**config.mk**
```make
export PLATFORM = sky130hd
export DESIGN_NAME = fifo_rd_drain
export DESIGN_NICKNAME = d
export VERILOG_FILES = /design/src/rtl/fifo_rd_drain.sv
export SDC_FILE = /design/constraint.sdc
export NUM_CORES = 1
export LEC_CHECK = 0
export ABC_AREA = 0
export ABC_CLOCK_PERIOD_IN_PS = 2950
export BUFFER_PORTS_ARGS = -buffer_cell sky130_fd_sc_hd__buf_4
export CAP_MARGIN = 20
export CELL_PAD_IN_SITES_DETAIL_PLACEMENT = 0
export CELL_PAD_IN_SITES_GLOBAL_PLACEMENT = 1
export CORE_ASPECT_RATIO = 2
export CORE_MARGIN = 8
export CORE_UTILIZATION = 42
export DETAILED_ROUTE_END_ITERATION = 16
export GPL_TIMING_DRIVEN = 0
export PLACE_DENSITY = 0.82
export RECOVER_POWER = 100
export SETUP_SLACK_MARGIN = 0.15
export SYNTH_ARGS = -nofsm -noshare
export SYNTH_HDL_FRONTEND = slang
export SYNTH_SLANG_ARGS = --single-unit
```
**constraint.sdc**
```tcl
create_clock -name clk_r -period 2.95 [get_ports clk_r]
set_input_delay 0.4425 -clock clk_r [delete_from_list [all_inputs] [get_ports clk_r]]
set_output_delay 0.4425 -clock clk_r [all_outputs]
set_load 0.02 [all_outputs]
```
**src/rtl/fifo_rd_drain.sv**
```systemverilog
// fifo_rd_drain
//   Read-side consumer for the common FIFO. Holds off until BURST_MIN words are
//   queued, a flush is requested or TIMEOUT cycles pass. It then drains the FIFO
//   and re-presents the words as a valid/ready stream. A 2-entry skid buffer
//   absorbs the FIFO's 1-cycle read latency, so a held-high out_ready gives
//   1 word/cycle.
//
// Ports
//   clk_r         in   read-domain clock
//   rst_r         in   async active-high reset
//   fifo_empty    in   FIFO empty flag
//   fifo_occup    in   FIFO occupancy, $clog2(DEPTH)+1 bits
//   fifo_rd_data  in   FIFO read data, valid 1 cycle after fifo_rd_en
//   fifo_rd_en    out  FIFO pop request
//   flush         in   drain now regardless of BURST_MIN
//   out_valid     out  output word valid
//   out_data      out  output word (head of skid buffer)
//   out_ready     in   downstream accept
//   busy          out  FSM active, word in flight or buffer non-empty
//
// Optional build macro FIFO_RD_DRAIN_STATS_EN adds:
//   words_out     out  32-bit count of accepted output words (wraps)
//   stall_cyc     out  32-bit count of cycles with out_valid & !out_ready (wraps)
//
// state   | meaning
// S_IDLE  | FIFO empty or batch not yet started
// S_WAIT  | words queued below BURST_MIN, timeout timer running
// S_DRAIN | issuing FIFO reads under buffer credit until FIFO empty and none in flight
module fifo_rd_drain #(
  parameter int WIDTH     = 32,
  parameter int DEPTH     = 16,
  parameter int BURST_MIN = 4,
  parameter int TIMEOUT   = 8
) (
  input  logic                   clk_r,
  input  logic                   rst_r,
  input  logic                   fifo_empty,
  input  logic [$clog2(DEPTH):0] fifo_occup,
  input  logic [WIDTH-1:0]       fifo_rd_data,
  output logic                   fifo_rd_en,
  input  logic                   flush,
  output logic                   out_valid,
  output logic [WIDTH-1:0]       out_data,
  input  logic                   out_ready,
  output logic                   busy
`ifdef FIFO_RD_DRAIN_STATS_EN
  ,
  output logic [31:0]            words_out,
  output logic [31:0]            stall_cyc
`endif
);

  localparam int OW = $clog2(DEPTH) + 1;
  localparam int TW = $clog2(TIMEOUT + 1);
  localparam logic [OW-1:0] BURST_THR  = OW'(BURST_MIN);
  localparam logic [TW-1:0] TIMER_LOAD = TW'(TIMEOUT - 1);

  typedef enum logic [1:0] {S_IDLE, S_WAIT, S_DRAIN} state_t;

  state_t           state;
  logic [TW-1:0]    timer;
  logic [1:0]       cnt;
  logic             inflight;
  logic [WIDTH-1:0] skid0;
  logic [WIDTH-1:0] skid1;
  logic             pop;
  logic             push;
  logic             occ_hit;
  logic [2:0]       fill_next;

  assign pop     = out_valid & out_ready;
  assign push    = inflight;
  assign occ_hit = (fifo_occup >= BURST_THR);

  // Buffer fill after this edge, counting the word already in flight. pop can
  // only be 1 when cnt>=1, so the subtraction never wraps.
  assign fill_next = {1'b0, cnt} + {2'b00, inflight} - {2'b00, pop};

  // Kept combinational: the read must see fifo_empty and the downstream pop of
  // the same cycle to avoid empty reads and still sustain 1 word/cycle.
  assign fifo_rd_en = (state == S_DRAIN) & ~fifo_empty & (fill_next < 3'd2);

  assign out_valid = (cnt != 2'd0);
  assign out_data  = skid0;
  assign busy      = (state != S_IDLE) | (cnt != 2'd0) | inflight;

  // Timeout timer counts down from TIMEOUT-1 and fires at zero, which gives
  // exactly TIMEOUT cycles in S_WAIT.
  always_ff @(posedge clk_r or posedge rst_r) begin
    if (rst_r) begin
      state    <= S_IDLE;
      timer    <= '0;
      inflight <= 1'b0;
    end else begin
      inflight <= fifo_rd_en;
      case (state)
        S_IDLE: begin
          if (!fifo_empty) begin
            if (occ_hit || flush) begin
              state <= S_DRAIN;
            end else begin
              state <= S_WAIT;
              timer <= TIMER_LOAD;
            end
          end
        end
        S_WAIT: begin
          if (fifo_empty) begin
            state <= S_IDLE;
          end else if (occ_hit || flush || (timer == '0)) begin
            state <= S_DRAIN;
          end else begin
            timer <= timer - 1'b1;
          end
        end
        S_DRAIN: begin
          if (fifo_empty && !inflight) begin
            state <= S_IDLE;
          end
        end
        default: state <= S_IDLE;
      endcase
    end
  end

  // skid0 is always the head. The credit rule guarantees no push into a full buffer.
  always_ff @(posedge clk_r or posedge rst_r) begin
    if (rst_r) begin
      cnt   <= 2'd0;
      skid0 <= '0;
      skid1 <= '0;
    end else begin
      case ({push, pop})
        2'b10: begin
          if (cnt == 2'd0) begin
            skid0 <= fifo_rd_data;
          end else begin
            skid1 <= fifo_rd_data;
          end
          cnt <= cnt + 2'd1;
        end
        2'b01: begin
          skid0 <= skid1;
          cnt   <= cnt - 2'd1;
        end
        2'b11: begin
          if (cnt == 2'd1) begin
            skid0 <= fifo_rd_data;
          end else begin
            skid0 <= skid1;
            skid1 <= fifo_rd_data;
          end
        end
        default: ;
      endcase
    end
  end

`ifdef FIFO_RD_DRAIN_STATS_EN
  always_ff @(posedge clk_r or posedge rst_r) begin
    if (rst_r) begin
      words_out <= 32'd0;
      stall_cyc <= 32'd0;
    end else begin
      if (pop) begin
        words_out <= words_out + 32'd1;
      end
      if (out_valid && !out_ready) begin
        stall_cyc <= stall_cyc + 32'd1;
      end
    end
  end
`endif

endmodule
```
== Yosys cells after proc, flatten, opt, wreduce, memory -nomap -nowiden ==
Index checks and enable logic that the tools add are counted.

* Register bits after elaboration: 73
* Latch bits: 0
* RAM bits: 0
* Bits in read-only memories: 0
* Input port bits: 42
* Output and inout bits: 35
* Logic and storage cells: 69
* Memories kept: 0

* Add/subtract/negate cells: 5
* Multiply operators: 0
* Div/mod/pow operators: 0
* Order comparisons: 2
* Eq/ne operators: 15
* Shift-type cells: 0
* Multiplexer cells: 18
* Bitwise gates (word level): 6
* Reductions and logical operators: 17

{| class="wikitable"
|+ Operators by type and width
! cell !! count
|-
| 32-bit two-way mux || 4
|-
| 32-bit one-hot mux with 3 select lines || 1
|-
| 32-bit one-hot mux with 2 select lines || 1
|-
| 4-bit two-way mux || 4
|-
| 2-bit != test (second input constant) || 7
|-
| 2-bit two-way mux || 5
|-
| 2-bit nonzero test || 5
|-
| 4-bit one-hot mux with 2 select lines || 1
|-
| 2-bit by 1-bit equality test with 1-bit output (second input constant) || 3
|-
| 2-bit equality test (second input constant) || 3
|-
| 2-bit one-hot mux with 3 select lines || 1
|-
| 3-bit AND reduction || 2
|-
| 5-bit by 3-bit greater-or-equal comparator with 1-bit output (second input constant) || 1
|-
| 5-bit AND reduction || 1
|-
| 2-bit logical NOT || 2
|-
| 4-bit logical NOT || 1
|-
| 2-bit one-hot mux with 2 select lines || 1
|-
| 4-bit by 1-bit subtractor with 4-bit output (second input constant) || 1
|-
| 2-bit by 1-bit adder with 3-bit output || 1
|-
| 1-bit bitwise AND || 3
|-
| 3-bit by 2-bit < comparator with 1-bit output (second input constant) || 1
|-
| 3-bit != test (second input constant) || 1
|-
| 3-bit nonzero test || 1
|-
| 3-bit by 1-bit subtractor with 3-bit output || 1
|-
| 9 further kinds || 11
|}

== Longest topological paths before layout ==
* Word-level depth: 6
* Mapped depth: 9
* Depth with buffers taken out: 8

== Worst setup path after synthesis ==
Ideal clock, no wire load.

* Kind: flip-flop to output port
* Start point: register cnt[1]
* End point: output port fifo_rd_en
* Data arrival time: 2.576 ns
* Required time: 2.508 ns
* Slack: -0.069 ns
* Stages on the path, launching flop included: 9
* Buffers on the path: 0
* Path through: dfrtp_1 > inv_1 > ha_1 > nor2b_1 > ha_1 > nand2b_1 > fa_1 > nand2_1 > nor4_1

* Longest elaborated chain between the ends: 5
* Elaborated cells between the ends (all ways): 6
* Those cells by class: add/sub (2); order compare (1); bitwise (2); reduce/logical (1)

{| class="wikitable"
|+ Ends and longest elaborated chain
! element !! RTL line !! RTL
|-
| start, declared || 62 || <nowiki>logic [1:0] cnt;</nowiki>
|-
| start signal, assigned || 140 || <nowiki>cnt <= cnt + 2'd1;</nowiki>
|-
| start signal, assigned || 144 || <nowiki>cnt <= cnt - 2'd1;</nowiki>
|-
| branches (longest 2 deep; another with 2-bit by 1-bit adder with 3-bit output) || -- ||
|-
| 3-bit by 1-bit subtractor with 3-bit output (*) || 77 || <nowiki>assign fill_next = {1'b0, cnt} + {2'b00, inflight} - {2'b00, pop};</nowiki>
|-
| 3-bit by 2-bit < comparator with 1-bit output (*) || 81 || <nowiki>assign fifo_rd_en = (state == S_DRAIN) & ~fifo_empty & (fill_next < 3'd2);</nowiki>
|-
| 1-bit bitwise AND (*) || 81 ||
|-
| end, declared || 40 || <nowiki>output logic fifo_rd_en,</nowiki>
|}

Mark *: on every way between the ends.

== Final worst setup path ==
Same ends and word-level chain as after synthesis.

==> out/metrics.yaml <==
sta:
  rsz0062_at_grt: "true"
  setup_ws_ns: 0.1129
  finalHoldViolCount: 0
  max_slew_margin: 0.2027
  fin_crit_sh: 0.9617
  setup_viol: 0
  min_period_ns: 2.837
  slew_violations: 0
  max_freq_mhz: 352.5
  fin_tns_setup_ns: 0
  finClkSkew_ns: 0.005082
  worst_pin_slew_ns: 1.189
clocking:
  root_buffer: "clkbuf_16"
  cts_hold_buf: 0
  tritoncts: "yes"
  clockBufferDepth: 2
  clk_latency_ns: 0.33
  htree_levels: 3
  cts.sinks: 73
  cts_buffers: 9
  clkTransAtPathRegs_ns: 0.06
grt:
  grt_max_degree: 48
  grt_pass1_vias: 2967
  antenna_found_initial: 0
  grt_pass1_wl_mm: 15.11
  grt_use_total: 0.1634
  grt.overflow.total: 0
synth:
  yosys_warnings: 0
  yosysTopAreaCell: "dfrtp_1"
  synthAdderAreaFrac: 0.02695
  synth_top_family_by_area: "multiplexers"
  synth_area_leaders: "dfrtp_1 (52%), mux2_4 (13%), a31oi_1 (5.7%), o21ai_0 (4.8%), nand3_1 (4.7%)"
  ys_seq_area_frac: 0.5177
  synth_flop_cell: "dfrtp_1"
  yosysUniqueCellTypes: 39
  synthMuxAreaShare: 0.1372
  yosys.area.top_type_share: 0.5177
  ys_seq_elements: 73
  synth_edf_count: 0
  syn-num-nets: 361
  synth_async_sr_flop_share: 1.000
  avgSynthCellArea_sq_um: 11.31
  syn_inst: 312
  synth_compound_area_frac: 0.1319
  netlist_area_sq_um: 3528
  synth_xor_area_frac: 0.007447
  synth-simple-area-share: 0.1234
setup_path:
  crit_family: "adder cells"
  crit_top_cell: "ha_4"
  r2r_slack_ns: 0.35
  timing.rr.start: "cnt[1]"
  ff2ff_path_depth: 10
  worstSetupEndpointType: "output port"
  start_kind: "flop"
  cp_cell_sequence: "inv_2 -> ha_4 -> nor2b_4 -> ha_4 -> nand2b_4 -> fa_1 -> nand2_1 -> nor4_2 -> buf_4"
  cp.arrival_ns: 2.39
  critPathSlowestCell: "fa_1"
  r2r_end: "skid1[22]"
  critPathMaxStageDelay_ns: 0.48
  cp_max_fo: 2
  crit_type: "reg -> out"
  cp_num_buf_inv: 2
  required_ns: 2.51
detailed_routing:
  post_drt_wl_per_cell_um: 17.96
  routed_wl_mm: 9.104
  avgViaCountPerCell: 5.507
  firstDrtPassIters: 4
  antenna_left: 0
  route.detailed.drc: 0
  drt_iter0_drc: 162
  num_vias: 2792
place:
  pre_cts_ws_ns: 0.04530
  portBuffers: 74
  place_area_sq_um: 4243
  dp_hpwl_mm: 6.373
  gp_congestion: 0.7707
floorplanning:
  start_util: 0.4286
  die_x_um: 80.81
  dieArea_sq_um: 11770
  rows: 47
  boundaryPins: 77
  coreArea_sq_um: 8233
  die_h_um: 145.6
finish:
  final_cell_mix: "dfrtp_1 (72), buf_4 (49), clkbuf_1 (45)"
  drive_gt1_frac: 0.2298
  diodes: 0
  synthToLayoutAreaGrowth_pct: 22.91
  utilization: 0.5267
  fin_nets: 454
  design_area_sq_um: 4337
  final_common_cell: "dfrtp_1"
run:
  max_cap_violations: 0
worst_hold_path:
  min_path_type: "in -> reg"
  min_to: "inflight"
  hold_path.startpoint: "fifo_empty"
  holdPathStages: 2
outcome:
  status: "completed"
power_and_ir_drop:
  ir_worst_vdd_mv: 0.5686
  total_leakage_power_uw: 0.001867
  power_density_nw_per_um2: 1166
  power_uw: 5055
[worst max path at each step]
stage,from,cells after the start,slack (ns),to
after floorplan,cnt[1],8,0.17,fifo_rd_en
after global placement,rst_r,2,-0.28,skid1[4]
after detailed placement,cnt[1],9,0.05,fifo_rd_en
after CTS,cnt[1],9,0.05,fifo_rd_en
after global routing,cnt[1],9,0.02,fifo_rd_en
final,cnt[1],9,0.11,fifo_rd_en
[per-stage QoR]
step,std cells,hold WS [ns]
2_1_floorplan,312,0.4740
4_1_cts,506,0.1094
3_5_place_dp,485,0.4620
3_3_place_gp,484,0.4860
6_report,507,0.2967
5_1_grt,507,0.2963
[metal layers]
layer / global-route usage / share of wire
met1: 0.1839 / 0.39
met2: 0.2802 / 0.54
met3: 0.04146 / 0.053
met4: 0.06306 / 0.016
met5: 0 / 0
[kinds of logic (layout without fill, tap and decap cells)]
| group | Yosys count | count (layout) |
|---|---|---|
| AO/OA/AOI/OAI | 78 | 78 |
| flip-flops | 73 | 73 |
| AND/OR/NAND/NOR | 87 | 87 |
| XOR/XNOR | 3 | 3 |
| buffers and inverters | 31 | 128 |
| adder cells (fa/ha/maj) | 7 | 7 |
| multiplexers | 33 | 33 |
[final cells by class]
class                   instances  area, sq um
plain buffers                  22        112.6
clock buffers                  13        260.3
clock inverters                 2        37.54
fillers                       837         3896
inverters                       9        35.03
multi-input cells             208         1455
flip-flops and latches         73         1828
well taps                      98        122.6
repair buffers                 82        485.5
[flip-flops by register name, indices dropped and copies added (netlist names)]
register,count
state,2
skid1,32
cnt,2
inflight,1
out_data,32
timer,4
[cells in the mapped netlist (2+ instances only)]
library cell and number:
dfrtp_1 73, o21ai_0 34, nand3_1 33, nor2_1 33
a31oi_1 32, mux2_4 30, buf_2 9, inv_1 9
clkbuf_1 6, ha_1 6, nor3_1 5, a21oi_1 3
buf_12 3, buf_4 3, mux2_2 3, nand2_1 3
a211oi_1 2, a22o_1 2, nand2b_1 2, xnor2_1 2
[power breakdown]
part	internal [uW]	total (uW)	switching [uW]
Clock	697	1110	408
Combinational	904	2170	1260
Sequential	1510	1780	274
[worst reg2reg max path, cell delays in order (launching register included)]
cell and delay [ns]:
dfrtp_2 0.37, inv_2 0.05, ha_4 0.17, nor2b_4 0.13, clkbuf_1 0.13, inv_1 0.05, ha_1 0.19, a22oi_1 0.15
o21a_1 0.27, clkbuf_1 0.57, mux2_1 0.40
[what timing repair did]
| item | 4_1_cts | 5_1_grt |
|---|---|---|
| setup buffers | 6 | 1 |
| resized for setup | 9 | 0 |
| pin swaps | 3 | 1 |
| setup endpoints to repair | 1 | 1 |
Note: power is estimated with default switching activity, not from simulation.
